### src/rtl/window_frame_ctrl_pkg.sv
// Shared types and constants for the window frame controller.
package window_frame_ctrl_pkg;

    typedef enum logic [1:0] {
        ST_IDLE  = 2'd0,
        ST_RUN   = 2'd1,
        ST_DRAIN = 2'd2,
        ST_DONE  = 2'd3
    } state_t;

    localparam int DEF_IMG_W = 100;
    localparam int DEF_IMG_H = 100;

    // Bits needed to count 0..v-1, never less than one.
    function automatic int clog2(input int v);
        int r;
        r = 0;
        for (int i = 0; i < 31; i++) begin
            if ((1 << i) < v) r = i + 1;
        end
        return (r < 1) ? 1 : r;
    endfunction

endpackage

### src/rtl/window_frame_ctrl_pos_counter.sv
// Row/column position of the incoming pixel stream, with frame-end and
// interior (full 3x3 window available) flags for the current position.
module win_pos_counter
    import window_frame_ctrl_pkg::*;
#(
    parameter int IMG_W = DEF_IMG_W,
    parameter int IMG_H = DEF_IMG_H,
    parameter int ROW_W = clog2(IMG_H),
    parameter int COL_W = clog2(IMG_W)
) (
    input  logic             clk,
    input  logic             rst,
    input  logic             clr_i,
    input  logic             adv_i,
    output logic [ROW_W-1:0] row_o,
    output logic [COL_W-1:0] col_o,
    output logic             last_o,
    output logic             qual_o
);

    logic [ROW_W-1:0] row_q, row_d;
    logic [COL_W-1:0] col_q, col_d;
    logic             row_last, col_last;

    assign row_last = (row_q == ROW_W'(IMG_H - 1));
    assign col_last = (col_q == COL_W'(IMG_W - 1));

    // Next position: clear wins, otherwise step one pixel in raster order.
    always_comb begin
        row_d = row_q;
        col_d = col_q;
        if (clr_i) begin
            row_d = '0;
            col_d = '0;
        end else if (adv_i) begin
            if (col_last) begin
                col_d = '0;
                row_d = row_last ? '0 : row_q + ROW_W'(1);
            end else begin
                col_d = col_q + COL_W'(1);
            end
        end
    end

    // Position registers.
    always_ff @(posedge clk) begin
        if (rst) begin
            row_q <= '0;
            col_q <= '0;
        end else begin
            row_q <= row_d;
            col_q <= col_d;
        end
    end

    assign row_o  = row_q;
    assign col_o  = col_q;
    assign last_o = row_last & col_last;
    // The window is fully inside the image once two rows and two columns
    // have been seen, so border results are never forwarded.
    assign qual_o = (row_q >= ROW_W'(2)) & (col_q >= COL_W'(2));

endmodule

### src/rtl/window_frame_ctrl.sv
// Frame sequencer between UART RX/TX and the 3x3 window datapath: accepts
// pixels, shifts the window, forwards interior results one byte at a time.
module window_frame_ctrl
    import window_frame_ctrl_pkg::*;
#(
    parameter int IMG_W   = DEF_IMG_W,
    parameter int IMG_H   = DEF_IMG_H,
    parameter int WIN_LAT = 1
) (
    input  logic                      clk,
    input  logic                      rst,
    input  logic                      start,
    input  logic                      in_valid,
    output logic                      in_ready,
    output logic                      win_clr,
    output logic                      win_en,
    input  logic [7:0]                win_pix,
    output logic [7:0]                tx_data,
    output logic                      tx_start,
    input  logic                      tx_busy,
    output logic [clog2(IMG_H)-1:0]   row,
    output logic [clog2(IMG_W)-1:0]   col,
    output logic                      frame_done,
    output logic                      busy
);

    if (IMG_W < 3 || IMG_H < 3 || WIN_LAT < 1 || WIN_LAT > 4) begin : g_bad_cfg
        $error("window_frame_ctrl: IMG_W/IMG_H must be >= 3 and WIN_LAT in 1..4");
    end

    state_t             state_q;
    logic [7:0]         tx_data_q;
    logic               out_pend_q;
    logic               tx_guard_q;
    logic [WIN_LAT-1:0] vld_pipe_q;

    logic accept, qacc, pos_last, pos_qual, pipe_busy, arrive;

    assign pipe_busy  = |vld_pipe_q;
    assign arrive     = vld_pipe_q[WIN_LAT-1];

    // Only one result may be in flight, so input stalls until it is sent.
    assign in_ready   = (state_q == ST_RUN) & ~out_pend_q & ~pipe_busy;
    assign accept     = in_valid & in_ready;
    assign win_en     = accept;
    assign win_clr    = (state_q == ST_IDLE) & start & ~rst;
    assign qacc       = accept & pos_qual;
    // The guard hides the one cycle before the UART reports busy.
    assign tx_start   = out_pend_q & ~tx_busy & ~tx_guard_q;
    assign tx_data    = tx_data_q;
    assign frame_done = (state_q == ST_DONE);
    assign busy       = (state_q != ST_IDLE);

    win_pos_counter #(
        .IMG_W (IMG_W),
        .IMG_H (IMG_H)
    ) u_pos (
        .clk    (clk),
        .rst    (rst),
        .clr_i  (win_clr),
        .adv_i  (accept),
        .row_o  (row),
        .col_o  (col),
        .last_o (pos_last),
        .qual_o (pos_qual)
    );

    // Frame state machine.
    always_ff @(posedge clk) begin
        if (rst) begin
            state_q <= ST_IDLE;
        end else begin
            case (state_q)
                ST_IDLE:  if (start) state_q <= ST_RUN;
                ST_RUN:   if (accept && pos_last) state_q <= ST_DRAIN;
                ST_DRAIN: if (!pipe_busy && !out_pend_q) state_q <= ST_DONE;
                default:  state_q <= ST_IDLE;
            endcase
        end
    end

    // Qualified-accept flags follow the datapath latency to win_pix.
    if (WIN_LAT == 1) begin : g_pipe1
        always_ff @(posedge clk) begin
            if (rst) vld_pipe_q <= '0;
            else     vld_pipe_q <= qacc;
        end
    end else begin : g_pipeN
        always_ff @(posedge clk) begin
            if (rst) vld_pipe_q <= '0;
            else     vld_pipe_q <= {vld_pipe_q[WIN_LAT-2:0], qacc};
        end
    end

    // Capture arriving result and hand it to the UART transmitter.
    always_ff @(posedge clk) begin
        if (rst) begin
            tx_data_q  <= '0;
            out_pend_q <= 1'b0;
            tx_guard_q <= 1'b0;
        end else begin
            tx_guard_q <= tx_start;
            if (arrive) begin
                tx_data_q  <= win_pix;
                out_pend_q <= 1'b1;
            end else if (tx_start) begin
                out_pend_q <= 1'b0;
            end
        end
    end

endmodule

### config.mk
export PLATFORM = sky130hd
export DESIGN_NAME = window_frame_ctrl
export DESIGN_NICKNAME = d
export VERILOG_FILES = /design/src/rtl/window_frame_ctrl_pkg.sv /design/src/rtl/window_frame_ctrl_pos_counter.sv /design/src/rtl/window_frame_ctrl.sv
export SDC_FILE = /design/constraint.sdc
export NUM_CORES = 1
export LEC_CHECK = 0
export CORE_MARGIN = 2
export CORE_UTILIZATION = 49
export DETAILED_ROUTE_END_ITERATION = 10
export PLACE_DENSITY = 0.83
export SLEW_MARGIN = 10
export SYNTH_ARGS = -nofsm -noshare
export SYNTH_HDL_FRONTEND = slang
export SYNTH_HIERARCHICAL = 1
export SYNTH_SLANG_ARGS = --single-unit
### constraint.sdc
create_clock -name clk -period 2.6 [get_ports clk]
set_input_delay 0.52 -clock clk [delete_from_list [all_inputs] [get_ports clk]]
set_output_delay 0.52 -clock clk [all_outputs]
set_load 0.01 [all_outputs]
==> results of run 1 <==
[cell families after synthesis]
family          synth area share
buf+inv                  0.04627
flops                     0.4079
simple gates              0.2512
xor+xnor                 0.03306
mux                      0.06799
fa+ha+maj                0.07555
compound gates            0.1180
[power breakdown]
| part | switching [mW] | leakage, nW | internal [mW] |
|---|---|---|---|
| Clock | 0.116 | 0.0150 | 0.0599 |
| Combinational | 0.147 | 0.445 | 0.166 |
| Sequential | 0.0242 | 0.218 | 0.436 |
[routing by layer]
metal	vias to the layer above	routed length, microns	GRT usage
met5	-	0	0
met4	0	15	0.05102
met3	2	143	0.02558
met2	36	1584	0.3580
met1	562	1322	0.2701
li1	595	-	-
[final timing paths]
check	end	cells after the start
setup reg to reg	state_q[0]	6
hold reg to reg	tx_data[4]	2
setup / recovery	tx_start	4
hold / removal	tx_data[4]	2
[layout by cell type (no fill, tap or decap), types with 2 or more instances in the layout]
cell type,synthesis,final
sky130_fd_sc_hd__a211oi_1,3,3
sky130_fd_sc_hd__a21oi_1,3,3
sky130_fd_sc_hd__a311oi_1,3,3
sky130_fd_sc_hd__a32o_1,2,2
sky130_fd_sc_hd__a41oi_1,2,2
sky130_fd_sc_hd__and2_1,2,2
sky130_fd_sc_hd__and3_1,5,5
sky130_fd_sc_hd__buf_4,1,5
sky130_fd_sc_hd__clkbuf_4,0,3
sky130_fd_sc_hd__clkdlybuf4s50_1,0,40
sky130_fd_sc_hd__dfxtp_1,27,27
sky130_fd_sc_hd__ha_1,8,8
sky130_fd_sc_hd__inv_1,7,7
sky130_fd_sc_hd__mux2i_1,9,9
sky130_fd_sc_hd__nand2_1,7,7
sky130_fd_sc_hd__nand2b_1,3,3
sky130_fd_sc_hd__nand3_1,3,3
sky130_fd_sc_hd__nand4_1,3,3
sky130_fd_sc_hd__nor2_1,17,17
sky130_fd_sc_hd__nor3_1,7,7
sky130_fd_sc_hd__nor3b_1,2,2
sky130_fd_sc_hd__nor4_1,2,2
sky130_fd_sc_hd__o21ai_0,2,2
sky130_fd_sc_hd__xnor2_1,3,3
sky130_fd_sc_hd__xor2_1,2,2
[worst register-to-register path, stage by stage (launching register included)]
cell and delay (ns):
sky130_fd_sc_hd__dfxtp_1 0.39, sky130_fd_sc_hd__nor3_1 0.32, sky130_fd_sc_hd__and4_1 0.28, sky130_fd_sc_hd__and3_1 0.17
sky130_fd_sc_hd__nand4bb_1 0.15, sky130_fd_sc_hd__a221o_1 0.36, sky130_fd_sc_hd__a211oi_1 0.23
[cell type report]
type,instances,area (sq um),share of cell area
Clock buffer,4,26.28,0.01466
Inverter,7,26.28,0.01466
Sequential cell,27,540.5,0.3017
Tap cell,30,37.54,0.02095
Multi-Input combinational cell,101,723.2,0.4036
Timing Repair Buffer,45,437.9,0.2444
[through the flow]
step,power (mW),utilization,std cells,setup slack [ns],area [sq um]
2_1_floorplan,0.6448,-,141,0.6818,1325
3_3_place_gp,0.7666,0.6999,210,0.1753,1765
3_5_place_dp,0.7847,0.6999,210,0.1430,1765
5_1_grt,1.006,0.7103,214,0.02659,1792
6_report,0.9493,0.7103,214,0.1417,1792
4_1_cts,0.9594,0.7103,214,0.1395,1792
[sequential cells by signal, indices dropped and copies added, names as in the netlist]
| name | flops |
|---|---|
| u_pos/row_o | 7 |
| tx_guard_q | 1 |
| u_pos/col_o | 7 |
| state_q | 2 |
| arrive | 1 |
| tx_data | 8 |
| out_pend_q | 1 |
==> reports/summary.json, run 1 <==
{
  "detail_route.vias_per_cell": {"value": 5.584},
  "crit_start_category": {"value": "primary input"},
  "insertedDiodeCount": {"value": 0},
  "power.density_cell_area": {"value": 529.9, "unit": "mW/mm^2"},
  "slew-limit-headroom": {"value": 0.6814},
  "cpMostUsedCell": {"value": "sky130_fd_sc_hd__clkdlybuf4s50_1"},
  "tns": {"value": 0, "unit": "ns"},
  "worstHoldPathType": {"value": "flip-flop to flip-flop"},
  "post_cts_buffers": {"value": 0},
  "num_vias": {"value": 1195},
  "groute.usage.overall": {"value": 0.2062},
  "crit-reg2reg-launch": {"value": "u_pos/row_o[3]"},
  "crit_path_end_kind": {"value": "primary output"},
  "clk_pin_slew_worst_paths": {"value": 0.13, "unit": "ns"},
  "leakage": {"value": 0.6777, "unit": "nW"},
  "area_delta_synth_final": {"value": 35.22, "unit": "%"},
  "worst_ir_drop_vdd": {"value": 0.0004892, "unit": "V"},
  "tritoncts": {"value": "done"},
  "hold_start": {"value": "tx_data[4]"},
  "timing.final.setup_violations": {"value": 0},
  "timing.fmax": {"value": 406.8, "unit": "MHz"},
  "global_route.overflow_total": {"value": 0},
  "clk_root_buffer_cell": {"value": "sky130_fd_sc_hd__clkbuf_4"},
  "floorplan.die.height": {"value": 56, "unit": "microns"},
  "path_max_fanout": {"value": 3},
  "r2r_slack": {"value": 0.63, "unit": "ns"},
  "num_io_pins": {"value": 41},
  "type_of_the_worst_setup_path": {"value": "primary input to primary output"},
  "first_pass_grt_wire_length": {"value": 5.313, "unit": "mm"},
  "outcome": {"value": "finished, final reports clean"},
  "clock_path_buffers": {"value": 2},
  "syn-num-nets": {"value": 162},
  "crit_path_top_delay_cell": {"value": "sky130_fd_sc_hd__clkdlybuf4s50_1"},
  "critical_path.cell_chain": {"value": "clkdlybuf4s50_1 > or3b_1 > inv_1 > clkdlybuf4s50_1"},
  "fp.dieW": {"value": 56, "unit": "microns"},
  "final_layout_size_suffix_gt1_frac": {"value": 0.07065},
  "clock_insertion_delay_worst_skew": {"value": 0.32, "unit": "ns"},
  "synth_edf_count": {"value": 0},
  "maxSlewViolCount": {"value": 0},
  "max_stage_delay": {"value": 0.52, "unit": "ns"},
  "cts_buffers": {"value": 3},
  "syn-instance-count": {"value": 141},
  "drtPass1Iterations": {"value": 4},
  "grt_max_degree": {"value": 17},
  "worst_margin_slew": {"value": 0.4743, "unit": "ns"},
  "synth-main-ff-cell": {"value": "sky130_fd_sc_hd__dfxtp_1"},
  "cp_data_arrival_time": {"value": 1.94, "unit": "ns"},
  "cap_viol_max_count": {"value": 0},
  "synth_top_area_frac": {"value": 0.4079},
  "synth.top_cells.by_count": {"value": "27 x sky130_fd_sc_hd__dfxtp_1, 17 x sky130_fd_sc_hd__nor2_1, 9 x sky130_fd_sc_hd__mux2i_1"},
  "synth_most_common_cell": {"value": "sky130_fd_sc_hd__dfxtp_1"},
  "finish.net_count": {"value": 206},
  "routabilityCongestion": {"value": 0.7922},
  "mean_cell_area_of_the_mapped_netlist": {"value": 9.397, "unit": "sq um"},
  "first_global_vias": {"value": 1156},
  "ys_seq_area_frac": {"value": 0.4079},
  "post_drt_wl_per_cell": {"value": 14.33, "unit": "microns"},
  "postRouteAntennaNets": {"value": 0},
  "synth.area.top_cells": {"value": "sky130_fd_sc_hd__dfxtp_1 41%, sky130_fd_sc_hd__ha_1 7.6%, sky130_fd_sc_hd__mux2i_1 6.8%"},
  "post-route-min-period": {"value": 2.458, "unit": "ns"},
  "yosysWarningCount": {"value": 6},
  "unrepaired_setup_endpoints_after_global_routing": {"value": "no"},
  "whs": {"value": 0.5164, "unit": "ns"},
  "cts-hold-fix-buffers": {"value": 0},
  "fin_crit_sh": {"value": 0.9455},
  "ctsResizeCount": {"value": 0},
  "fillerInstances": {"value": 205},
  "cts.sink_count": {"value": 27},
  "ys_seq_elements": {"value": 27},
  "grt_antenna_before_repair": {"value": 0},
  "cp_data_required_time": {"value": 2.08, "unit": "ns"},
  "critical_path.n_buffers_inverters": {"value": 3},
  "design.core.area": {"value": 0.002522, "unit": "sq mm"},
  "ys_async_sr_fraction": {"value": 0},
  "timing.clock.skew": {"value": 0.01203, "unit": "ns"},
  "start_util": {"value": 0.5253},
  "final_hold_viol_count": {"value": 0},
  "placement_rows": {"value": 18},
  "wl": {"value": 3.066, "unit": "mm"},
  "crit_start": {"value": "tx_busy"},
  "dp_hpwl": {"value": 2.326, "unit": "mm"},
  "drt_iter0_markers": {"value": 29},
  "htree_levels": {"value": 1},
  "detail_route.drc_violations": {"value": 0},
  "fp.dieArea": {"value": 0.003136, "unit": "sq mm"},
  "io_buffers": {"value": 40},
  "syn_area": {"value": 0.001325, "unit": "sq mm"},
  "ys_types": {"value": 39},
  "path_delay_family": {"value": "buffers and inverters"},
  "synth.largest_area_cell": {"value": "sky130_fd_sc_hd__dfxtp_1"}
}
Power figures use the tool's default switching activity.
==> run 2: changes to the inputs <==
--- a/config.mk
+++ b/config.mk
@@ -7,10 +7,10 @@
 export LEC_CHECK = 0
 export CORE_MARGIN = 2
 export CORE_UTILIZATION = 49
+export CTS_CLUSTER_SIZE = 30
 export DETAILED_ROUTE_END_ITERATION = 10
-export PLACE_DENSITY = 0.83
+export PLACE_DENSITY = 0.84
 export SLEW_MARGIN = 10
 export SYNTH_ARGS = -nofsm -noshare
 export SYNTH_HDL_FRONTEND = slang
-export SYNTH_HIERARCHICAL = 1
 export SYNTH_SLANG_ARGS = --single-unit
==> run 2 against run 1 <==
Die area decreased by 1.8%. Combinational power fell by 11%. Clock skew down 0.011 ns. Highest routed layer unchanged. Flip-flop and latch count stayed put. Final cell count increased by 1.9%. Via count is 0.42% lower.
==> reports/summary.json, run 2 <==
{
  "switchingPower": {"value": 282.4, "unit": "uW", "change": "was 286.8 uW"},
  "groute.layer.met3.usage": {"value": 0.03279, "change": "was 0.02558"},
  "layout.cells.most_common_list": {"value": "40 x sky130_fd_sc_hd__clkdlybuf4s50_1, 27 x sky130_fd_sc_hd__dfxtp_1, 19 x sky130_fd_sc_hd__nor2_1", "change": "was 40 x sky130_fd_sc_hd__clkdlybuf4s50_1, 27 x sky130_fd_sc_hd__dfxtp_1, 17 x sky130_fd_sc_hd__nor2_1"},
  "crit-reg2reg-launch": {"value": "arrive", "change": "was u_pos/row_o[3]"},
  "grt_antenna_before_repair": {"value": 0, "change": "unchanged"},
  "synth-main-ff-cell": {"value": "sky130_fd_sc_hd__dfxtp_1", "change": "unchanged"},
  "drtPass1Iterations": {"value": 4, "change": "unchanged"},
  "min_path_cells": {"value": 2, "change": "unchanged"},
  "insertedDiodeCount": {"value": 0, "change": "unchanged"},
  "reg2regPathDepth": {"value": 4, "change": "was 6"},
  "cts.sink_count": {"value": 27, "change": "unchanged"},
  "fillerInstances": {"value": 210, "change": "was 205"},
  "multiInputGateArea": {"value": 706.9, "unit": "sq um", "change": "was 723.2 sq um"},
  "synth_edf_count": {"value": 0, "change": "unchanged"},
  "ys_async_sr_fraction": {"value": 0, "change": "unchanged"},
  "crit_path_end_kind": {"value": "primary output", "change": "unchanged"},
  "unrepaired_setup_endpoints_after_global_routing": {"value": "no", "change": "unchanged"},
  "synth_top_area_frac": {"value": 0.4162, "change": "was 0.4079"},
  "clock_path_buffers": {"value": 2, "change": "unchanged"},
  "postRouteAntennaNets": {"value": 0, "change": "unchanged"},
  "synth.largest_area_cell": {"value": "sky130_fd_sc_hd__dfxtp_1", "change": "unchanged"},
  "worst_margin_slew": {"value": 0.5614, "unit": "ns", "change": "was 0.4743 ns"},
  "post-route-min-period": {"value": 2.374, "unit": "ns", "change": "was 2.458 ns"},
  "start_util": {"value": 0.5195, "change": "was 0.5253"},
  "worst_ir_drop_vdd": {"value": 0.0003732, "unit": "V", "change": "was 0.0004892 V"},
  "fp.dieW": {"value": 55.49, "unit": "microns", "change": "was 56 microns"},
  "gr-usage-met2": {"value": 0.3214, "change": "was 0.3580"},
  "synth_most_common_cell": {"value": "sky130_fd_sc_hd__dfxtp_1", "change": "unchanged"},
  "timing.final.setup_violations": {"value": 0, "change": "unchanged"},
  "num_vias": {"value": 1190, "change": "was 1195"},
  "ctsResizeCount": {"value": 0, "change": "unchanged"},
  "global_route.overflow_total": {"value": 0, "change": "unchanged"},
  "ys_seq_elements": {"value": 27, "change": "unchanged"},
  "syn_area": {"value": 0.001299, "unit": "sq mm", "change": "was 0.001325 sq mm"},
  "critical_path.reg2reg.endpoint": {"value": "u_pos.row_o[5]", "change": "was state_q[0]"},
  "largest_register_ffs": {"value": 8, "change": "unchanged"},
  "hold_start": {"value": "tx_data[6]", "change": "was tx_data[4]"},
  "groute.usage.overall": {"value": 0.1926, "change": "was 0.2062"},
  "tns": {"value": 0, "unit": "ns", "change": "unchanged"},
  "tritoncts": {"value": "done", "change": "unchanged"},
  "crit_start_category": {"value": "flip-flop", "change": "was primary input"},
  "fin_crit_sh": {"value": 0.9130, "change": "was 0.9455"},
  "syn-instance-count": {"value": 146, "change": "was 141"},
  "yosysWarningCount": {"value": 0, "change": "was 6"},
  "swShare": {"value": 0.3080, "change": "was 0.3021"},
  "num_io_pins": {"value": 41, "change": "unchanged"},
  "cts-hold-fix-buffers": {"value": 0, "change": "unchanged"},
  "worstHoldPathType": {"value": "flip-flop to flip-flop", "change": "unchanged"},
  "final_hold_viol_count": {"value": 0, "change": "unchanged"},
  "syn-num-nets": {"value": 167, "change": "was 162"},
  "cp_data_arrival_time": {"value": 1.85, "unit": "ns", "change": "was 1.94 ns"},
  "leakage": {"value": 0.6868, "unit": "nW", "change": "was 0.6777 nW"},
  "grt.busiest_layer": {"value": "met2", "change": "unchanged"},
  "first_global_vias": {"value": 1148, "change": "was 1156"},
  "placement_rows": {"value": 18, "change": "unchanged"},
  "design.core.area": {"value": 0.002500, "unit": "sq mm", "change": "was 0.002522 sq mm"},
  "io_buffers": {"value": 40, "change": "unchanged"},
  "cap_viol_max_count": {"value": 0, "change": "unchanged"},
  "htree_levels": {"value": 1, "change": "unchanged"},
  "whs": {"value": 0.5222, "unit": "ns", "change": "was 0.5164 ns"},
  "finish.net_count": {"value": 210, "change": "was 206"},
  "power.combinational.fraction": {"value": 0.304, "change": "was 0.330"},
  "timing.fmax": {"value": 421.3, "unit": "MHz", "change": "was 406.8 MHz"},
  "synth.top_cells.by_count": {"value": "27 x sky130_fd_sc_hd__dfxtp_1, 19 x sky130_fd_sc_hd__nor2_1, 10 x sky130_fd_sc_hd__mux2i_1, 10 x sky130_fd_sc_hd__nand2_1", "change": "was 27 x sky130_fd_sc_hd__dfxtp_1, 17 x sky130_fd_sc_hd__nor2_1, 9 x sky130_fd_sc_hd__mux2i_1"},
  "fp.dieArea": {"value": 0.003079, "unit": "sq mm", "change": "was 0.003136 sq mm"},
  "type_of_the_worst_setup_path": {"value": "flip-flop to primary output", "change": "was primary input to primary output"},
  "clk_pin_slew_worst_paths": {"value": 0.15, "unit": "ns", "change": "was 0.13 ns"},
  "ff_latch_area": {"value": 540.5, "unit": "sq um", "change": "unchanged"},
  "timing.clock.skew": {"value": 0.001065, "unit": "ns", "change": "was 0.01203 ns"},
  "floorplan.die.height": {"value": 55.49, "unit": "microns", "change": "was 56 microns"},
  "power.density_cell_area": {"value": 518.6, "unit": "mW/mm^2", "change": "was 529.9 mW/mm^2"},
  "post_cts_buffers": {"value": 0, "change": "unchanged"},
  "final_layout_size_suffix_gt1_frac": {"value": 0.05319, "change": "was 0.07065"},
  "seq_power_share": {"value": 0.494, "change": "was 0.485"},
  "cts_buffers": {"value": 3, "change": "unchanged"},
  "detail_route.vias_per_cell": {"value": 5.459, "change": "was 5.584"},
  "cellInternalPower": {"value": 634.5, "unit": "uW", "change": "was 662.5 uW"},
  "detail_route.drc_violations": {"value": 0, "change": "unchanged"},
  "clock_insertion_delay_worst_skew": {"value": 0.32, "unit": "ns", "change": "about the same"},
  "maxSlewViolCount": {"value": 0, "change": "unchanged"},
  "wl": {"value": 2.907, "unit": "mm", "change": "was 3.066 mm"},
  "grt_use_met1": {"value": 0.2533, "change": "was 0.2701"},
  "min_to": {"value": "tx_data[6]", "change": "was tx_data[4]"},
  "dp_hpwl": {"value": 2.231, "unit": "mm", "change": "was 2.326 mm"},
  "drt_iter0_markers": {"value": 35, "change": "was 29"},
  "grt_max_degree": {"value": 17, "change": "unchanged"},
  "path_max_fanout": {"value": 12, "change": "was 3"},
  "clk_root_buffer_cell": {"value": "sky130_fd_sc_hd__clkbuf_4", "change": "unchanged"},
  "synth.area.top_cells": {"value": "sky130_fd_sc_hd__dfxtp_1 42%, sky130_fd_sc_hd__ha_1 7.7%, sky130_fd_sc_hd__mux2i_1 7.7%", "change": "was sky130_fd_sc_hd__dfxtp_1 41%, sky130_fd_sc_hd__ha_1 7.6%, sky130_fd_sc_hd__mux2i_1 6.8%"},
  "dpl_worst_slack": {"value": 0.2645, "unit": "ns", "change": "was 0.1430 ns"},
  "post_drt_wl_per_cell": {"value": 13.33, "unit": "microns", "change": "was 14.33 microns"},
  "routabilityCongestion": {"value": 0.7143, "change": "was 0.7922"},
  "r2r_slack": {"value": 0.67, "unit": "ns", "change": "was 0.63 ns"},
  "area_delta_synth_final": {"value": 36.13, "unit": "%", "change": "was 35.22%"},
  "cp_data_required_time": {"value": 2.08, "unit": "ns", "change": "about the same"},
  "ys_types": {"value": 33, "change": "was 39"},
  "first_pass_grt_wire_length": {"value": 4.933, "unit": "mm", "change": "was 5.313 mm"},
  "pwr-share-clk": {"value": 0.202, "change": "was 0.185"},
  "outcome": {"value": "finished, final reports clean", "change": "unchanged"},
  "final_common_cell": {"value": "sky130_fd_sc_hd__clkdlybuf4s50_1", "change": "unchanged"},
  "ys_seq_area_frac": {"value": 0.4162, "change": "was 0.4079"},
  "slew-limit-headroom": {"value": 0.6252, "change": "was 0.6814"},
  "setup_ws": {"value": 0.2262, "unit": "ns", "change": "was 0.1417 ns"},
  "mean_cell_area_of_the_mapped_netlist": {"value": 8.896, "unit": "sq um", "change": "was 9.397 sq um"}
}
==> run 2: cell types whose count changed after synthesis, sizes merged, moves of 3 or more <==
cell	before	now
o21ai	2	5
a21oi	3	8
and3	5	2
a311oi	3	0
nor3	7	4
a211oi	4	0
xor2	2	5
nand2	7	10
==> run 2: kinds of logic after synthesis <==
group                      count (synthesis)  synth area share
and+or+nand+nor                           61            0.2476
DFF                                       27            0.4162
AOI/OAI and AO/OA                         20           0.09538
buffers and inverters                     13           0.03950
muxes                                     10           0.07707
adders and majority gates                  8           0.07707
xor gates and xnor gates                   7           0.04721
==> run 2: power by group through the flow <==
stage	clock network, mW	logic, mW	registers (mW)
2_1_floorplan	0	0.161	0.461
3_3_place_gp	0	0.268	0.461
3_5_place_dp	0	0.279	0.462
4_1_cts	0.190	0.280	0.453
5_1_grt	0.211	0.312	0.456
6_report	0.185	0.279	0.453
==> run 2: stage by stage <==
step / instances / power (mW) / util / cell area (sq um)
2_1_floorplan: 146 / 0.6214 / - / 1299
3_3_place_gp: 214 / 0.7296 / 0.6952 / 1738
3_5_place_dp: 214 / 0.7405 / 0.6952 / 1738
4_1_cts: 218 / 0.9234 / 0.7072 / 1768
5_1_grt: 218 / 0.9799 / 0.7072 / 1768
6_report: 218 / 0.9169 / 0.7072 / 1768
==> run 2: how the worst max path moves through the flow <==
stage             start       to  depth (start not counted)
6_report         arrive   win_en                          2
5_1_grt          arrive   win_en                          2
4_1_cts          arrive   win_en                          2
3_5_place_dp   in_valid   win_en                          3
3_3_place_gp   in_valid   win_en                          3
2_1_floorplan       rst  win_clr                          3
==> run 2: per-layer routing <==
layer,vias to the layer above,wire length (microns)
met5,-,0
met4,0,43
li1,585,-
met2,37,1352
met1,562,1345
met3,6,166
==> run 2: critical path: stages (launching register included) <==
cell	delay, ns
sky130_fd_sc_hd__dfxtp_1	0.71
sky130_fd_sc_hd__and4bb_2	0.34
sky130_fd_sc_hd__clkdlybuf4s50_1	0.49
==> run 2: area by class of cell <==
| cell class | instances | share of cell area |
|---|---|---|
| tap | 30 | 0.02123 |
| clock inverter | 1 | 0.004246 |
| timing repair buffer | 43 | 0.2392 |
| inverter | 8 | 0.01699 |
| clock buffer | 3 | 0.01274 |
| sequential | 27 | 0.3057 |
| multi-input combinational | 106 | 0.3999 |
==> run 3: changes to the inputs <==
--- a/config.mk
+++ b/config.mk
@@ -6,10 +6,12 @@
 export NUM_CORES = 1
 export LEC_CHECK = 0
 export CORE_MARGIN = 2
-export CORE_UTILIZATION = 49
+export CORE_UTILIZATION = 51
+export CTS_BUF_LIST = sky130_fd_sc_hd__clkbuf_2
 export CTS_CLUSTER_SIZE = 30
 export DETAILED_ROUTE_END_ITERATION = 10
-export PLACE_DENSITY = 0.84
+export GPL_TIMING_DRIVEN = 0
+export PLACE_DENSITY = 0.87
 export SLEW_MARGIN = 10
 export SYNTH_ARGS = -nofsm -noshare
 export SYNTH_HDL_FRONTEND = slang
==> run 3 against run 2 <==
Global-route usage increased by 3.1 points. Combinational power about the same. Die area decreased by 3.6%. Final cell count increased by 0.46%. Non-clock buffer count increased by 1. Flip-flop and latch count unchanged. Setup slack got worse by 0.11 ns. Largest cell class unchanged. Register-to-register slack improved by 0.10 ns. Routed wire length increased by 8.8%.
==> reports/summary.json, run 3 (synthesis results as in run 2) <==
{
  "timing.final.setup_violations": {"value": 0, "change": "unchanged"},
  "post-layout-total-power": {"value": 901.5, "unit": "uW", "change": "was 916.9 uW"},
  "start_util": {"value": 0.5291, "change": "was 0.5195"},
  "dp_hpwl": {"value": 2.345, "unit": "mm", "change": "was 2.231 mm"},
  "area_delta_synth_final": {"value": 35.26, "unit": "%", "change": "was 36.13%"},
  "min_to": {"value": "tx_data[4]", "change": "was tx_data[6]"},
  "r2r_slack": {"value": 0.77, "unit": "ns", "change": "was 0.67 ns"},
  "worst_margin_slew": {"value": 0.6811, "unit": "ns", "change": "was 0.5614 ns"},
  "crit_start_category": {"value": "flip-flop", "change": "unchanged"},
  "insertedDiodeCount": {"value": 0, "change": "unchanged"},
  "type_of_the_worst_setup_path": {"value": "flip-flop to primary output", "change": "unchanged"},
  "wl": {"value": 3.163, "unit": "mm", "change": "was 2.907 mm"},
  "critical_path.n_buffers_inverters": {"value": 2, "change": "was 1"},
  "detail_route.vias_per_cell": {"value": 5.493, "change": "was 5.459"},
  "final_common_cell": {"value": "sky130_fd_sc_hd__clkdlybuf4s50_1", "change": "unchanged"},
  "placement_rows": {"value": 18, "change": "unchanged"},
  "finish.utilization": {"value": 0.7156, "change": "was 0.7072"},
  "finish.net_count": {"value": 211, "change": "was 210"},
  "path_delay_family": {"value": "buffers and inverters", "change": "was flip-flops"},
  "clk_root_buffer_cell": {"value": "sky130_fd_sc_hd__clkbuf_2", "change": "was sky130_fd_sc_hd__clkbuf_4"},
  "crit_path_top_delay_cell": {"value": "sky130_fd_sc_hd__clkbuf_1", "change": "was sky130_fd_sc_hd__dfxtp_1"},
  "timing.clock.skew": {"value": 0.02020, "unit": "ns", "change": "was 0.001065 ns"},
  "io_buffers": {"value": 39, "change": "was 40"},
  "outcome": {"value": "finished, final reports clean", "change": "unchanged"},
  "cp_data_required_time": {"value": 2.08, "unit": "ns", "change": "about the same"},
  "fin_crit_sh": {"value": 0.9551, "change": "was 0.9130"},
  "global_route.overflow_total": {"value": 0, "change": "unchanged"},
  "htree_levels": {"value": 1, "change": "unchanged"},
  "groute.usage.overall": {"value": 0.2236, "change": "was 0.1926"},
  "clk_pin_slew_worst_paths": {"value": 0.27, "unit": "ns", "change": "was 0.15 ns"},
  "final_hold_viol_count": {"value": 0, "change": "unchanged"},
  "floorplan.die.height": {"value": 54.47, "unit": "microns", "change": "was 55.49 microns"},
  "clock_path_buffers": {"value": 2, "change": "unchanged"},
  "num_vias": {"value": 1203, "change": "was 1190"},
  "reg2regPathDepth": {"value": 6, "change": "was 4"},
  "num_io_pins": {"value": 41, "change": "unchanged"},
  "postRouteAntennaNets": {"value": 0, "change": "unchanged"},
  "cts_buffers": {"value": 3, "change": "unchanged"},
  "design.core.area": {"value": 0.002455, "unit": "sq mm", "change": "was 0.002500 sq mm"},
  "grt_antenna_before_repair": {"value": 0, "change": "unchanged"},
  "cap_viol_max_count": {"value": 0, "change": "unchanged"},
  "cp_data_arrival_time": {"value": 1.96, "unit": "ns", "change": "was 1.85 ns"},
  "max_stage_delay": {"value": 0.54, "unit": "ns", "change": "was 0.71 ns"},
  "leakage": {"value": 0.6958, "unit": "nW", "change": "was 0.6868 nW"},
  "fillerInstances": {"value": 198, "change": "was 210"},
  "slew-limit-headroom": {"value": 0.5459, "change": "was 0.6252"},
  "crit-reg2reg-launch": {"value": "state_q[1]", "change": "was arrive"},
  "timing.fmax": {"value": 402.7, "unit": "MHz", "change": "was 421.3 MHz"},
  "post_drt_wl_per_cell": {"value": 14.44, "unit": "microns", "change": "was 13.33 microns"},
  "fp.dieArea": {"value": 0.002966, "unit": "sq mm", "change": "was 0.003079 sq mm"},
  "tns": {"value": 0, "unit": "ns", "change": "unchanged"},
  "tritoncts": {"value": "done", "change": "unchanged"},
  "whs": {"value": 0.4373, "unit": "ns", "change": "was 0.5222 ns"},
  "routabilityCongestion": {"value": 0.7305, "change": "was 0.7143"},
  "critical_path.cell_chain": {"value": "clkbuf_1 > nor3b_1 > clkdlybuf4s50_1", "change": "was and4bb_2 > clkdlybuf4s50_1"},
  "post_layout_instance_count_excluding_filler_cells": {"value": 219, "change": "was 218"},
  "drtPass1Iterations": {"value": 4, "change": "unchanged"},
  "min_path_cells": {"value": 2, "change": "unchanged"},
  "post_cts_buffers": {"value": 0, "change": "unchanged"},
  "unrepaired_setup_endpoints_after_global_routing": {"value": "no", "change": "unchanged"},
  "layout.cells.most_common_list": {"value": "38 x sky130_fd_sc_hd__clkdlybuf4s50_1, 25 x sky130_fd_sc_hd__dfxtp_1, 19 x sky130_fd_sc_hd__nor2_1", "change": "was 40 x sky130_fd_sc_hd__clkdlybuf4s50_1, 27 x sky130_fd_sc_hd__dfxtp_1, 19 x sky130_fd_sc_hd__nor2_1"},
  "grt_max_degree": {"value": 17, "change": "unchanged"},
  "cts.sink_count": {"value": 27, "change": "unchanged"},
  "clock_insertion_delay_worst_skew": {"value": 0.38, "unit": "ns", "change": "was 0.32 ns"},
  "largest_register_ffs": {"value": 8, "change": "unchanged"},
  "first_pass_grt_wire_length": {"value": 4.726, "unit": "mm", "change": "was 4.933 mm"},
  "detail_route.drc_violations": {"value": 0, "change": "unchanged"},
  "maxSlewViolCount": {"value": 0, "change": "unchanged"},
  "post-route-min-period": {"value": 2.483, "unit": "ns", "change": "was 2.374 ns"},
  "final_layout_size_suffix_gt1_frac": {"value": 0.05820, "change": "was 0.05319"},
  "path_max_fanout": {"value": 10, "change": "was 12"},
  "worstHoldPathType": {"value": "primary input to flip-flop", "change": "was flip-flop to flip-flop"},
  "worst_ir_drop_vdd": {"value": 0.0003729, "unit": "V", "change": "was 0.0003732 V"},
  "first_global_vias": {"value": 1100, "change": "was 1148"},
  "drt_iter0_markers": {"value": 18, "change": "was 35"},
  "fp.dieW": {"value": 54.47, "unit": "microns", "change": "was 55.49 microns"},
  "hold_start": {"value": "rst", "change": "was tx_data[6]"},
  "power.density_cell_area": {"value": 513.2, "unit": "mW/mm^2", "change": "was 518.6 mW/mm^2"},
  "critical_path.reg2reg.endpoint": {"value": "state_q[1]", "change": "was u_pos.row_o[5]"},
  "placed_cells_incl_taps": {"value": 215, "change": "was 214"},
  "crit_path_end_kind": {"value": "primary output", "change": "unchanged"}
}
==> run 3: changes by cell type in the layout (fill, tap and decap cells not counted), sizes merged <==
| cell | change |
|---|---|
| dlymetal6s2s | +1 |
| clkbuf | +3 |
| buf | -1 |
| clkdlybuf4s50 | -2 |
==> run 3: through the flow <==
stage	cell area [sq um]	worst slack (ns)
after global routing	1757	0.04327
after floorplan	1299	0.9720
final	1757	0.1166
after CTS	1752	0.04398
after detailed placement	1727	0.05897
after global placement	1727	0.05872
==> run 3: timing repair <==
action / CTS / global route
hold buffers: 0 / 0
pin swaps: 0 / 0
setup endpoints to repair: 1 / 1
gates cloned: 0 / 0
resized for setup: 1 / 3
endpoints found under the hold margin: 0 / 0
==> run 3: worst max-delay path by stage <==
| stage | cells past startpoint | from | end |
|---|---|---|---|
| final | 3 | arrive | in_ready |
| after global routing | 3 | arrive | in_ready |
| after CTS | 5 | state_q[1] | win_en |
| after detailed placement | 4 | in_valid | win_en |
| after global placement | 4 | in_valid | win_en |
| after floorplan | 3 | rst | win_clr |
==> run 3: power breakdown <==
part | internal (mW) | switching, mW | total, mW | leakage (nW)
registers | 0.437 | 0.0223 | 0.459 | 0.219
clock network | 0.0356 | 0.130 | 0.166 | 0.0126
logic | 0.140 | 0.136 | 0.276 | 0.465
==> run 3: area by class of cell <==
cell class / instances / area, sq um / share of cell area
buffer: 5 / 23.77 / 0.01353
multi-input combinational: 106 / 706.9 / 0.4024
timing repair buffer: 39 / 392.9 / 0.2236
inverter: 8 / 30.03 / 0.01709
sequential: 27 / 543.0 / 0.3091
clock inverter: 1 / 7.507 / 0.004274
clock buffer: 3 / 15.01 / 0.008547
tap: 30 / 37.54 / 0.02137
==> run 3: layer usage <==
layer,GRT usage,vias up,wire [microns]
li1,-,590,-
met1,0.2721,577,1441
met2,0.3775,31,1544
met3,0.03552,5,129
met4,0.1167,0,48
met5,0,-,0
